**src/rtl/fifo_uart_pkg.sv**
```systemverilog
// Shared types for the FIFO-fed UART transmitter; FIFO_UART_TX_PARITY_EN adds the PARITY state.
package fifo_uart_pkg;

  typedef enum logic [2:0] {
    IDLE,
    POP,
    CAPTURE,
    START,
    DATA,
`ifdef FIFO_UART_TX_PARITY_EN
    PARITY,
`endif
    STOP
  } tx_state_t;

  localparam logic TXD_IDLE  = 1'b1;
  localparam logic START_BIT = 1'b0;

endpackage

```
**src/rtl/fifo_uart_tx_baud.sv**
```systemverilog
// Bit-period counter: bit_tick on the last cycle of each serial bit, near_tick one cycle earlier.
module uart_baud_tick #(
  parameter int CLKS_PER_BIT = 16
) (
  input  logic clk,
  input  logic reset,
  input  logic clear,
  output logic bit_tick,
  output logic near_tick
);

  localparam int CW = $clog2(CLKS_PER_BIT);
  localparam logic [CW-1:0] LAST = CW'(CLKS_PER_BIT - 1);
  localparam logic [CW-1:0] NEAR = CW'(CLKS_PER_BIT - 2);

  logic [CW-1:0] cnt_q, cnt_d;

  always_comb begin
    cnt_d = cnt_q;
    if (clear || cnt_q == LAST) begin
      cnt_d = '0;
    end else begin
      cnt_d = cnt_q + CW'(1);
    end
  end

  always_ff @(posedge clk or posedge reset) begin
    if (reset) begin
      cnt_q <= '0;
    end else begin
      cnt_q <= cnt_d;
    end
  end

  assign bit_tick  = !clear && (cnt_q == LAST);
  assign near_tick = !clear && (cnt_q == NEAR);

endmodule

```
**src/rtl/fifo_uart_tx.sv**
```systemverilog
// Pops bytes from the synchronous FIFO and sends them as 8N1 UART frames on txd.
// Defining FIFO_UART_TX_PARITY_EN inserts an even-parity bit (8E1).
module fifo_uart_tx
  import fifo_uart_pkg::*;
#(
  parameter int DATA_WIDTH   = 8,
  parameter int CLKS_PER_BIT = 16
) (
  input  logic                  clk,
  input  logic                  reset,
  input  logic                  enable,
  input  logic                  fifo_empty,
  input  logic [DATA_WIDTH-1:0] fifo_data,
  output logic                  fifo_rs,
  output logic                  fifo_re,
  output logic                  txd,
  output logic                  busy,
  output logic                  frame_done
);

  localparam int BW = $clog2(DATA_WIDTH);
  localparam logic [BW-1:0] LAST_BIT = BW'(DATA_WIDTH - 1);

  tx_state_t             state_q, state_d;
  logic [DATA_WIDTH-1:0] shift_q, shift_d;
  logic [BW-1:0]         bit_cnt_q, bit_cnt_d;
  logic                  txd_q, txd_d;
  logic                  busy_q, busy_d;
  logic                  pop_q, pop_d;
  logic                  done_q, done_d;
`ifdef FIFO_UART_TX_PARITY_EN
  logic                  parity_q, parity_d;
`endif

  logic baud_clr, bit_tick, near_tick;

  // Counter held at zero until the start bit begins, so every bit is a full period.
  assign baud_clr = (state_q == IDLE) || (state_q == POP) || (state_q == CAPTURE);

  uart_baud_tick #(.CLKS_PER_BIT(CLKS_PER_BIT)) u_baud (
    .clk       (clk),
    .reset     (reset),
    .clear     (baud_clr),
    .bit_tick  (bit_tick),
    .near_tick (near_tick)
  );

  always_comb begin
    state_d   = state_q;
    shift_d   = shift_q;
    bit_cnt_d = bit_cnt_q;
    txd_d     = txd_q;
    pop_d     = 1'b0;
    done_d    = 1'b0;
`ifdef FIFO_UART_TX_PARITY_EN
    parity_d  = parity_q;
`endif
    case (state_q)
      IDLE: begin
        if (enable && !fifo_empty) begin
          state_d = POP;
          pop_d   = 1'b1;
        end
      end
      POP: state_d = CAPTURE;
      CAPTURE: begin
        shift_d   = fifo_data;
        bit_cnt_d = '0;
        txd_d     = START_BIT;
        state_d   = START;
`ifdef FIFO_UART_TX_PARITY_EN
        parity_d  = ^fifo_data;
`endif
      end
      START: begin
        if (bit_tick) begin
          state_d = DATA;
          txd_d   = shift_q[0];
        end
      end
      DATA: begin
        if (bit_tick) begin
          if (bit_cnt_q == LAST_BIT) begin
            bit_cnt_d = '0;
`ifdef FIFO_UART_TX_PARITY_EN
            state_d   = PARITY;
            txd_d     = parity_q;
`else
            state_d   = STOP;
            txd_d     = TXD_IDLE;
`endif
          end else begin
            bit_cnt_d = bit_cnt_q + BW'(1);
            shift_d   = shift_q >> 1;
            txd_d     = shift_q[1];
          end
        end
      end
`ifdef FIFO_UART_TX_PARITY_EN
      PARITY: begin
        if (bit_tick) begin
          state_d = STOP;
          txd_d   = TXD_IDLE;
        end
      end
`endif
      STOP: begin
        done_d = near_tick;
        if (bit_tick) begin
          if (enable && !fifo_empty) begin
            state_d = POP;
            pop_d   = 1'b1;
          end else begin
            state_d = IDLE;
          end
        end
      end
      default: begin
        state_d = IDLE;
        txd_d   = TXD_IDLE;
      end
    endcase
    busy_d = (state_d != IDLE);
  end

  always_ff @(posedge clk or posedge reset) begin
    if (reset) begin
      state_q   <= IDLE;
      shift_q   <= '0;
      bit_cnt_q <= '0;
      txd_q     <= TXD_IDLE;
      busy_q    <= 1'b0;
      pop_q     <= 1'b0;
      done_q    <= 1'b0;
`ifdef FIFO_UART_TX_PARITY_EN
      parity_q  <= 1'b0;
`endif
    end else begin
      state_q   <= state_d;
      shift_q   <= shift_d;
      bit_cnt_q <= bit_cnt_d;
      txd_q     <= txd_d;
      busy_q    <= busy_d;
      pop_q     <= pop_d;
      done_q    <= done_d;
`ifdef FIFO_UART_TX_PARITY_EN
      parity_q  <= parity_d;
`endif
    end
  end

  assign fifo_rs    = pop_q;
  assign fifo_re    = pop_q;
  assign txd        = txd_q;
  assign busy       = busy_q;
  assign frame_done = done_q;

endmodule

```
**config.mk**
```make
export PLATFORM = sky130hd
export DESIGN_NAME = fifo_uart_tx
export DESIGN_NICKNAME = d
export VERILOG_FILES = /design/src/rtl/fifo_uart_pkg.sv /design/src/rtl/fifo_uart_tx_baud.sv /design/src/rtl/fifo_uart_tx.sv
export SDC_FILE = /design/constraint.sdc
export NUM_CORES = 1
export LEC_CHECK = 0
export BUFFER_PORTS_ARGS = -buffer_cell sky130_fd_sc_hd__buf_2
export CAP_MARGIN = 30
export CORE_MARGIN = 4
export CORE_UTILIZATION = 56
export DETAILED_ROUTE_END_ITERATION = 16
export PLACE_DENSITY = 0.78
export SYNTH_ARGS = -nofsm -noshare
export SYNTH_HDL_FRONTEND = slang
export SYNTH_SLANG_ARGS = --single-unit
export TNS_END_PERCENT = 5
```
**constraint.sdc**
```tcl
create_clock -name clk -period 2.2 [get_ports clk]
set_clock_uncertainty 0.1 [all_clocks]
set_input_delay 0.11 -clock clk [delete_from_list [all_inputs] [get_ports clk]]
set_output_delay 0.11 -clock clk [all_outputs]
set_load 0.005 [all_outputs]
```
After elaboration in Yosys (flattened, before gate mapping):

Index checks and enable logic that the tools add are counted.

* flip-flop bits (word level): 22
* output and inout port bits: 5

* add/sub/neg operators: 2
* eq/ne operators: 11
* multiplexer cells: 22
* bitwise gates (word level): 1
* reductions and logical operators: 15

Operator list (count)
* 3-bit two-way mux: 7
* 3-bit one-hot mux with 6 select lines: 1
* 8-bit two-way mux: 2
* 8-bit one-hot mux with 2 select lines: 1
* 3-bit equality test, second input constant: 3
* 4-bit equality test, second input constant: 2
* 1-bit two-way mux: 7
* 3-bit by 2-bit equality test with 1-bit output, second input constant: 2
* 2-bit != test, second input constant: 3
* 3-bit one-hot mux with 2 select lines: 1
* 3-bit AND reduction: 2
* 4-bit by 1-bit adder with 4-bit output, second input constant: 1
* 4-bit two-way mux: 1
* 1-bit one-hot mux with 4 select lines: 1
* 3-bit by 1-bit adder with 3-bit output, second input constant: 1
* 3-bit by 1-bit equality test with 1-bit output, second input constant: 1
* 1-bit logical AND: 3
* 3-bit logical NOT: 1
* 1-bit logical OR: 3
* 3-bit nonzero test: 1
* 3-bit OR reduction: 1
* 1-bit logical NOT: 2
* 1-bit one-hot mux with 2 select lines: 1
* 2-bit AND reduction: 1
* other kinds (2): 2

Longest topological paths before layout:

Gate-level depths: netlist of the first run.

* word-level depth: 8
* mapped depth: 6
* depth with buffers taken out: 5

Hierarchy:

A second synthesis of the first run with hierarchy kept.

* cell total of the unflattened synthesis: 104
* area total of the unflattened synthesis: 1203.7 um2

By module, submodules not included
* fifo_uart_tx: instances 1, cells an instance 83, area each 993.5 um2, seq. area each 451.7 um2
* uart_baud_tick: instances 1, cells an instance 21, area each 210.2 um2, seq. area each 100.1 um2

Worst setup path before layout of the first run:

No wires, ideal clock.

* path type: reg-to-reg
* start: register bit_cnt_q[0]
* end: register shift_q[0]
* data arrival time: 1681 ps
* required time: 1969 ps
* slack: 288 ps
* stages on the path, launching flop included: 6
* buffers on the path: 0
* period minus slack after synthesis: 1912 ps
* cell sequence: dfrtp_1 -> ha_1 -> ha_1 -> or4b_4 -> a22oi_4 -> o22ai_1

* word-level cells in the longest chain between the ends: 3

RTL lines
* start, declared: RTL line fifo_uart_tx.sv:26 `logic [BW-1:0] bit_cnt_q, bit_cnt_d;`
* start signal, assigned: RTL line fifo_uart_tx.sv:141 `bit_cnt_q <= bit_cnt_d;`
* 3-bit equality test: RTL line fifo_uart_tx.sv:83 `if (bit_cnt_q == LAST_BIT) begin`
* 2-bit != test (no source line)
* 3-bit AND reduction (no source line)
* end signal, assigned: RTL line fifo_uart_tx.sv:140 `shift_q <= shift_d;`
* end, declared: RTL line fifo_uart_tx.sv:25 `logic [DATA_WIDTH-1:0] shift_q, shift_d;`

Every way passes these cells.
A chain may end at the register's enable or synchronous reset.

Worst setup path in the final report of the first run:

* start: register bit_cnt_q[0]
* end: register shift_q[5]

Same word-level chain as after synthesis.

==> impl_metrics.yaml, run 1 <==
timing:
  tns_ns: 0
  holdWs_ns: 0.03148
  relSlewSlack: 0.4388
  hold_violations: 0
  worst_slack_ns: 0.08123
  min_period_ns: 2.119
  rsz0062_at_grt: "false"
  slew_viol_final: 0
  post-route-period-util: 0.9631
  max_freq_mhz: 472.0
  setup_viol: 0
  tightestPinTransition_ns: 0.8408
routing:
  viasPerCell: 6.086
  wl_per_cell_um: 15.97
  dr.pass1.iters: 4
  postRouteAntennaNets: 0
  via_count: 1065
  drt_iter0_drc: 33
  drt_wl_total_um: 2794
  drc: 0
grt:
  antenna_found_initial: 0
  grt_pass1_vias: 1077
  grt_overflow: 0
  grt_first_pass_wirelength_um: 4912
  grt_use_total: 0.1991
  grt_max_degree: 23
finish:
  drive_gt1_frac: 0.2162
  final_common_cell: "dfrtp_1"
  final_cell_mix: "21 x dfrtp_1, 16 x buf_2, 13 x inv_1"
  multi_input_area_sq_um: 609.3
  diodes: 0
  final_cells: 175
  seqCellArea_sq_um: 551.8
  nets: 165
  nFillCells: 158
  syn_to_final_growth_pct: 18.66
yosys:
  ys_ff_latch: 22
  ys_seq_area_frac: 0.4401
  synthCells: 123
  synth_cell_types: 39
  synth_fp_nets: 139
  yosys_warnings: 0
  synth_largest_type_area_fraction: 0.4192
  netlist_top_cells_area: "dfrtp_1 42%, mux2i_1 7.2%, and4_1 5.6%"
  yosysTopAreaCell: "dfrtp_1"
  netlist_area_sq_mm: 0.001254
  avgSynthCellArea_sq_um: 10.19
worst_setup_path:
  cp-end-kind: "register"
  ff2ff_setup_slack_ns: 0.08
  reg2reg_to: "shift_q[5]"
  worstSetupPathType: "register to register"
  arrival_ns: 2.20
  r2r_start: "bit_cnt_q[0]"
  endpoint: "shift_q[5]"
  cp_max_fo: 8
  critPathLaunch: "bit_cnt_q[0]"
  cp.required_ns: 2.28
  startpoint_type: "register"
  ff2ff_path_depth: 5
power:
  irDropWorstVdd_uv: 690.3
  powerDensity_mw_per_mm2: 992.9
  leakagePower_nw: 0.6732
  finalPower_mw: 1.477
clock_tree:
  path_clk_slew_ns: 0.12
  clk-insertion-delay-late_ns: 0.31
  cts.sinks: 22
  htreeDepth: 1
  clock_tree.root_cell: "clkbuf_4"
  cts_buffers: 3
  cts_tree: "done"
  clockBufferDepth: 2
hold_path:
  hp-class: "input port to register"
run_status:
  status: "finished, final reports clean"
die:
  initial_core_util: 0.6140
  rows: 16
  dieWidth_um: 55.32
  chipHeight_um: 55.32
  pin_count: 17
  coreArea_sq_mm: 0.002042
  dieArea_sq_mm: 0.003060
place:
  numPortBuffers: 16
  dpl.cell_count: 161
  place_hpwl_um: 1829
  pre_cts_slack_ns: 0.1176
  finalWeightedCongestion: 0.8085
run:
  maxCapViolations: 0
==> cells in the mapped netlist <==
| master | count |
|---|---|
| or2_2 | 1 |
| dfrtp_1 | 21 |
| nand3_1 | 2 |
| o22ai_1 | 6 |
| o21ai_0 | 2 |
| a211oi_1 | 1 |
| a22o_1 | 3 |
| a31oi_1 | 1 |
| mux2i_1 | 9 |
| buf_2 | 2 |
| a41oi_1 | 1 |
| or3b_2 | 1 |
| clkbuf_1 | 7 |
| and2_1 | 1 |
| and4_1 | 8 |
| xnor2_1 | 1 |
| and3_1 | 1 |
| or4b_4 | 1 |
| nor2b_1 | 1 |
| a21oi_1 | 6 |
| a22oi_4 | 1 |
| nor4_1 | 1 |
| dfstp_2 | 1 |
| and2_0 | 1 |
| buf_4 | 1 |
| o21ai_1 | 1 |
| nor2_1 | 6 |
| nor3b_1 | 1 |
| nor3_1 | 3 |
| inv_1 | 13 |
| nand2b_1 | 2 |
| a2bb2oi_1 | 1 |
| ha_1 | 4 |
| nand2_1 | 1 |
| nand4_1 | 2 |
| o32ai_1 | 1 |
| nand4b_1 | 1 |
| a32o_1 | 3 |
| o22ai_2 | 3 |
==> per-stage QoR <==
| step | instance area [sq um] | util |
|---|---|---|
| 2_1_floorplan | 1254 | - |
| 3_3_place_gp | 1361 | 0.6667 |
| 5_1_grt | 1488 | 0.7286 |
| 4_1_cts | 1488 | 0.7286 |
| 6_report | 1488 | 0.7286 |
| 3_5_place_dp | 1361 | 0.6667 |
==> layer usage <==
metal | wire length, um | up-vias | track usage
met5 | 0 | - | 0
met4 | 46 | 0 | 0.08681
met3 | 154 | 6 | 0.03263
met2 | 1316 | 40 | 0.3142
met1 | 1277 | 518 | 0.2691
li1 | - | 501 | -
==> cell families after synthesis <==
group,count (synthesis),share of synthesized area
AND/OR/NAND/NOR,34,0.1777
AO/OA/AOI/OAI,30,0.1896
buffers and inverters,23,0.07386
flip-flops,22,0.4401
multiplexers,9,0.07186
adder cells (fa/ha/maj),4,0.03992
XOR/XNOR,1,0.006987
==> how the worst min path moves through the flow <==
stage                   endpoint  slack [ns]    startpoint  cells after the start
global placement      state_q[2]        0.21         reset                      2
detailed placement    shift_q[2]        0.22         reset                      2
floorplan           bit_cnt_q[0]      -0.002         reset                      1
finish                shift_q[5]        0.03  fifo_data[5]                      3
CTS                   shift_q[5]        0.03  fifo_data[5]                      3
global route          shift_q[5]        0.05  fifo_data[5]                      3
==> cell type report <==
type | instances | share of cell area
well taps | 27 | 0.02271
flip-flops and latches | 22 | 0.3709
clock buffers | 4 | 0.01766
repair buffers | 31 | 0.1463
multi-input cells | 78 | 0.4096
inverters | 13 | 0.03280
==> state kept, by name, summed over array words and instances (netlist names) <==
register	flops
shift_q	8
u_baud.cnt_q	4
bit_cnt_q	3
state_q	3
busy	1
fifo_re	1
frame_done	1
txd	1
==> power breakdown <==
group	total (mW)	switching, mW	internal (mW)
logic	0.576	0.302	0.275
registers	0.706	0.159	0.547
clock network	0.194	0.124	0.0708
==> timing repair <==
action / 4_1_cts / 5_1_grt
hold endpoints to repair: 29 / 0
setup buffers: 0 / 0
resized for setup: 0 / 0
endpoints found under the setup margin: 0 / 0
hold buffers: 10 / 0
==> worst max-delay path, stage by stage, from the launching register on <==
cell     delay (ns)
dfrtp_1        0.43
ha_1           0.22
ha_1           0.22
or4b_4         0.53
a22oi_4        0.36
o22ai_1        0.14
Power figures use the tool's default switching activity.
==> run 2: changes to the inputs <==
--- a/config.mk
+++ b/config.mk
@@ -10,5 +10,5 @@
 export CORE_MARGIN = 4
-export CORE_UTILIZATION = 56
+export CORE_UTILIZATION = 50
 export DETAILED_ROUTE_END_ITERATION = 16
-export PLACE_DENSITY = 0.78
+export PLACE_DENSITY = 0.71
 export SYNTH_ARGS = -nofsm -noshare
--- a/constraint.sdc
+++ b/constraint.sdc
@@ -4,2 +4,2 @@
 set_output_delay 0.11 -clock clk [all_outputs]
-set_load 0.005 [all_outputs]
+set_load 0.02 [all_outputs]
==> run 2 against run 1 <==
Compared with the run above:
- cell area decreased by 1.4%
- sequential cell count unchanged
- critical path depth unchanged
- utilization decreased by 9.0 points
- clock power decreased by 3%
- routed wire length decreased by 3.8%
- sequential power decreased by 3.4%
- die area increased by 10%
- sequential share of layout area increased by 0.54 points
- combinational power increased by 5.9%
- critical endpoint is now shift_q[1]
==> impl_metrics.yaml, run 2 (same netlist as run 1, synthesis figures left out) <==
run_status:
  status: "finished, final reports clean"
die:
  pin_count: 17
  dieWidth_um: 58.08
  chipHeight_um: 58.08
  initial_core_util: 0.5458
  coreArea_sq_mm: 0.002297
  dieArea_sq_mm: 0.003373
  rows: 17
grt:
  grt_pass1_vias: 1054
  grt_max_degree: 23
  grt_overflow: 0
  antenna_found_initial: 0
  grt_first_pass_wirelength_um: 4726
  grt_use_total: 0.1799
hold_path:
  whs_path_depth: 3
  hp-class: "input port to register"
finish:
  syn_to_final_growth_pct: 16.97
  top_register: "shift_q"
  drive_gt1_frac: 0.2260
  final_area_sq_mm: 0.001466
  nets: 163
  final_common_cell: "dfrtp_1"
  top_regs: "shift_q x8, u_baud.cnt_q x4"
  largest_reg_flops: 8
  fin_util: 0.6383
  final_cell_mix: "21 x dfrtp_1, 16 x buf_2, 13 x inv_1"
  diodes: 0
worst_setup_path:
  crit_buf_inv: 0
  critical-path-top-delay-family: "simple AND/OR/NAND/NOR gates"
  cpMaxStageDelayCell: "or4b_4"
  startpoint_type: "register"
  cp-end-kind: "register"
  cp.required_ns: 2.28
  ff2ff_path_depth: 5
  arrival_ns: 2.18
  path_common_cell: "ha_1"
  ff2ff_setup_slack_ns: 0.1
  worstSetupPathType: "register to register"
  cp_max_fo: 8
  path_cells: "ha_1 > ha_1 > or4b_4 > a22oi_4 > o22ai_1"
  worst-path-stages: 5
  cpPeakStageDelay_ns: 0.52
clock_tree:
  htreeDepth: 1
  cts.sinks: 22
  clk-insertion-delay-late_ns: 0.31
  clock_tree.root_cell: "clkbuf_4"
  cts_tree: "done"
  post_cts.repair.setup_buffers: 0
  path_clk_slew_ns: 0.12
  clockBufferDepth: 2
  cts_buffers: 3
routing:
  dr.pass1.iters: 4
  wl_per_cell_um: 15.45
  via_count: 1036
  postRouteAntennaNets: 0
  drc: 0
  viasPerCell: 5.954
  drt_wl_total_um: 2689
  drt_iter0_drc: 36
run:
  maxCapViolations: 0
timing:
  rsz0062_at_grt: "false"
  min_period_ns: 2.101
  max_freq_mhz: 476.0
  hold_violations: 0
  slew_viol_final: 0
  tightestPinTransition_ns: 0.8132
  tns_ns: 0
  post-route-period-util: 0.9548
  relSlewSlack: 0.4573
  setup_viol: 0
place:
  dpl-instance-area_sq_mm: 0.001370
  finalWeightedCongestion: 0.8527
  numPortBuffers: 16
  place_hpwl_um: 1867
power:
  leakagePower_nw: 0.6656
  irDropWorstVdd_uv: 767.9
  finalPower_mw: 1.480
  powerDensity_mw_per_mm2: 1009
## run 2: cell count changes in the layout (fill, tap and decap cells not counted)
| cell | before | now |
|---|---|---|
| and2_0 | 1 | 0 |
| and2_1 | 1 | 2 |
| buf_4 | 5 | 6 |
| dlygate4sd3_1 | 10 | 7 |
## run 2: report_power, final
part / switching [mW] / internal (mW) / total (mW) / leakage [nW]
combinational: 0.327 / 0.283 / 0.610 / 0.383
clock: 0.118 / 0.0708 / 0.189 / 0.0150
sequential: 0.134 / 0.547 / 0.682 / 0.268
total: 0.579 / 0.901 / 1.48 / 0.666
## run 2: timing repair
item / CTS / global route
hold buffers: 7 / 0
endpoints found under the setup margin: 0 / 2
gates resized for setup: 0 / 1
hold endpoints to repair: 26 / 0
## run 2: worst reg2reg max path, cell delays in order (launching register included)
cell and delay (ns):
dfrtp_1 0.43, ha_1 0.22, ha_1 0.21, or4b_4 0.52, a22oi_4 0.36, o22ai_1 0.13
## run 2: area by class of cell
class | count | area, sq um
multi-input combinational | 78 | 609.3
timing repair buffer | 29 | 195.2
clock buffer | 4 | 26.28
sequential | 22 | 551.8
inverter | 13 | 48.80
tap | 28 | 35.03
fill | 210 | 830.8
## run 2: per-stage QoR
stage	hold WS (ns)	std cells	setup WS, ns
global placement	0.2115	163	0.1960
finish	0.004080	174	0.09937
floorplan	-0.001515	123	0.2881
global route	0.001653	174	0.01935
detailed placement	0.2039	163	0.1242
CTS	0.005978	174	0.1056
## run 2: per-layer routing
layer	global-route usage	share of wire	vias to the layer above	wire length, um
li1	-	-	500	-
met1	0.2413	0.45	502	1215
met2	0.2855	0.49	28	1310
met3	0.03118	0.046	6	125
met4	0.07616	0.014	0	38
met5	0	0	-	0
## run 2: path summary, 6_finish.rpt
path,start,endpoint
setup / recovery,bit_cnt_q[0],shift_q[1]
max in group asynchronous,reset,shift_q[0]
setup reg to reg,bit_cnt_q[0],shift_q[1]
min in group asynchronous,reset,u_baud.cnt_q[0]
hold / removal,fifo_data[3],shift_q[3]
hold reg to reg,txd,txd
==> run 3: changes to the inputs <==
CELL_PAD_IN_SITES_DETAIL_PLACEMENT = 1   (was unset)
CELL_PAD_IN_SITES_GLOBAL_PLACEMENT = 1   (was unset)
CORE_UTILIZATION = 43   (was 50)
PLACE_DENSITY = 0.77   (was 0.71)
==> run 3 against run 2 <==
Compared with the run above:
- maximum frequency fell by 0.54%
- cell count rose by 3.4%
- power rose by 1.9%
- combinational power rose by 3.3%
- setup slack got worse by 0.011 ns
- utilization fell by 9.9 points
- clock power barely moved
- cell area rose by 2.3%
- non-clock buffer count rose by 3
- highest routed layer unchanged
==> impl_metrics.yaml, run 3 (same netlist as run 1, synthesis figures left out) <==
place:
  place_hpwl_um: 2187
  pre_cts_slack_ns: 0.09878
  numPortBuffers: 16
  finalWeightedCongestion: 0.7325
  dpl-instance-area_sq_mm: 0.001374
die:
  initial_core_util: 0.4507
  coreArea_sq_mm: 0.002781
  pin_count: 17
  dieArea_sq_mm: 0.003843
  rows: 19
  dieWidth_um: 62.00
  chipHeight_um: 62.00
finish:
  top_register: "shift_q"
  fin_util: 0.5394
  seqCellArea_sq_um: 551.8
  nFillCells: 317
  final_common_cell: "dfrtp_1"
  syn_to_final_growth_pct: 19.66
  diodes: 0
  multi_input_area_sq_um: 609.3
  final_cell_mix: "21 x dfrtp_1, 16 x buf_2, 13 x inv_1"
  drive_gt1_frac: 0.2215
  nets: 166
  final_area_sq_mm: 0.001500
  top_regs: "shift_q x8, u_baud.cnt_q x4"
  largest_reg_flops: 8
grt:
  grt_use_total: 0.1947
  grt_max_degree: 23
  grt_overflow: 0
  grt_pass1_vias: 1117
  antenna_found_initial: 0
  grt_first_pass_wirelength_um: 5402
run_status:
  status: "finished, final reports clean"
timing:
  post-route-period-util: 0.9600
  relSlewSlack: 0.4297
  worst_slack_ns: 0.08793
  holdWs_ns: 0.01842
  rsz0062_at_grt: "false"
  max_freq_mhz: 473.5
  min_period_ns: 2.112
  hold_violations: 0
  slew_viol_final: 0
  tns_ns: 0
  setup_viol: 0
  tightestPinTransition_ns: 0.8545
routing:
  drt_wl_total_um: 3201
  wl_per_cell_um: 17.78
  drc: 0
  dr.pass1.iters: 5
  via_count: 1051
  drt_iter0_drc: 31
  postRouteAntennaNets: 0
  viasPerCell: 5.839
hold_path:
  hp-class: "input port to register"
  worstHoldStart: "fifo_data[0]"
  holdPathEnd: "shift_q[0]"
  whs_path_depth: 3
clock_tree:
  clk-insertion-delay-late_ns: 0.30
  cts_buffers: 3
  path_clk_slew_ns: 0.12
  htreeDepth: 1
  cts.sinks: 22
  cts_tree: "done"
  clock_tree.root_cell: "clkbuf_4"
  clockBufferDepth: 2
worst_setup_path:
  cp-end-kind: "register"
  arrival_ns: 2.19
  reg2reg_to: "shift_q[6]"
  ff2ff_setup_slack_ns: 0.09
  cp.required_ns: 2.28
  worstSetupPathType: "register to register"
  r2r_start: "bit_cnt_q[0]"
  startpoint_type: "register"
  ff2ff_path_depth: 5
  cp_max_fo: 8
power:
  powerDensity_mw_per_mm2: 1005
  irDropWorstVdd_uv: 655.1
  leakagePower_nw: 0.6781
run:
  maxCapViolations: 0
[run 3: layer usage]
layer  global-route usage  vias to the layer above  wire length (um)
met3              0.02479                        2                88
met2               0.3136                       16              1643
met1               0.2698                      531              1446
li1                     -                      502                 -
met5                    0                        -                 0
met4              0.06364                        0                23
[run 3: area by class of cell]
cell class / count / share of cell area
well taps: 31 / 0.02585
flip-flops and latches: 22 / 0.3678
repair buffers: 32 / 0.1501
multi-input cells: 78 / 0.4062
clock buffers: 4 / 0.01751
inverters: 13 / 0.03253
[run 3: report_power, final]
part / total [mW] / internal, mW / leakage, nW / switching [mW]
Sequential: 0.688 / 0.547 / 0.268 / 0.140
Combinational: 0.630 / 0.287 / 0.396 / 0.343
Clock: 0.191 / 0.0707 / 0.0150 / 0.120
Total: 1.51 / 0.905 / 0.678 / 0.603
[run 3: critical path, cell delays in order, from the launching register on]
cell and delay (ns):
dfrtp_1 0.44, ha_1 0.22, ha_1 0.22, or4b_4 0.52
a22oi_4 0.36, o22ai_1 0.12
[run 3: how the worst max path moves through the flow]
stage	from	endpoint	slack, ns	cells after the start
after floorplan	bit_cnt_q[0]	shift_q[0]	0.29	5
after global placement	bit_cnt_q[0]	shift_q[1]	0.18	5
after detailed placement	bit_cnt_q[0]	shift_q[6]	0.1	5
after CTS	bit_cnt_q[0]	shift_q[6]	0.07	5
after global routing	bit_cnt_q[0]	shift_q[0]	0.009	5
final	bit_cnt_q[0]	shift_q[6]	0.09	5
[run 3: metrics by stage]
stage          total power, mW  instances
5_1_grt                  1.647        180
6_report                 1.508        180
3_5_place_dp             1.310        166
3_3_place_gp             1.267        166
2_1_floorplan            1.111        123
4_1_cts                  1.515        179
[run 3: repair_timing]
action | CTS | global route
setup buffers | 0 | 0
endpoints found under the setup margin | 0 | 3
gates resized for setup | 0 | 1
hold endpoints to repair | 28 | 1
hold buffers | 9 | 1
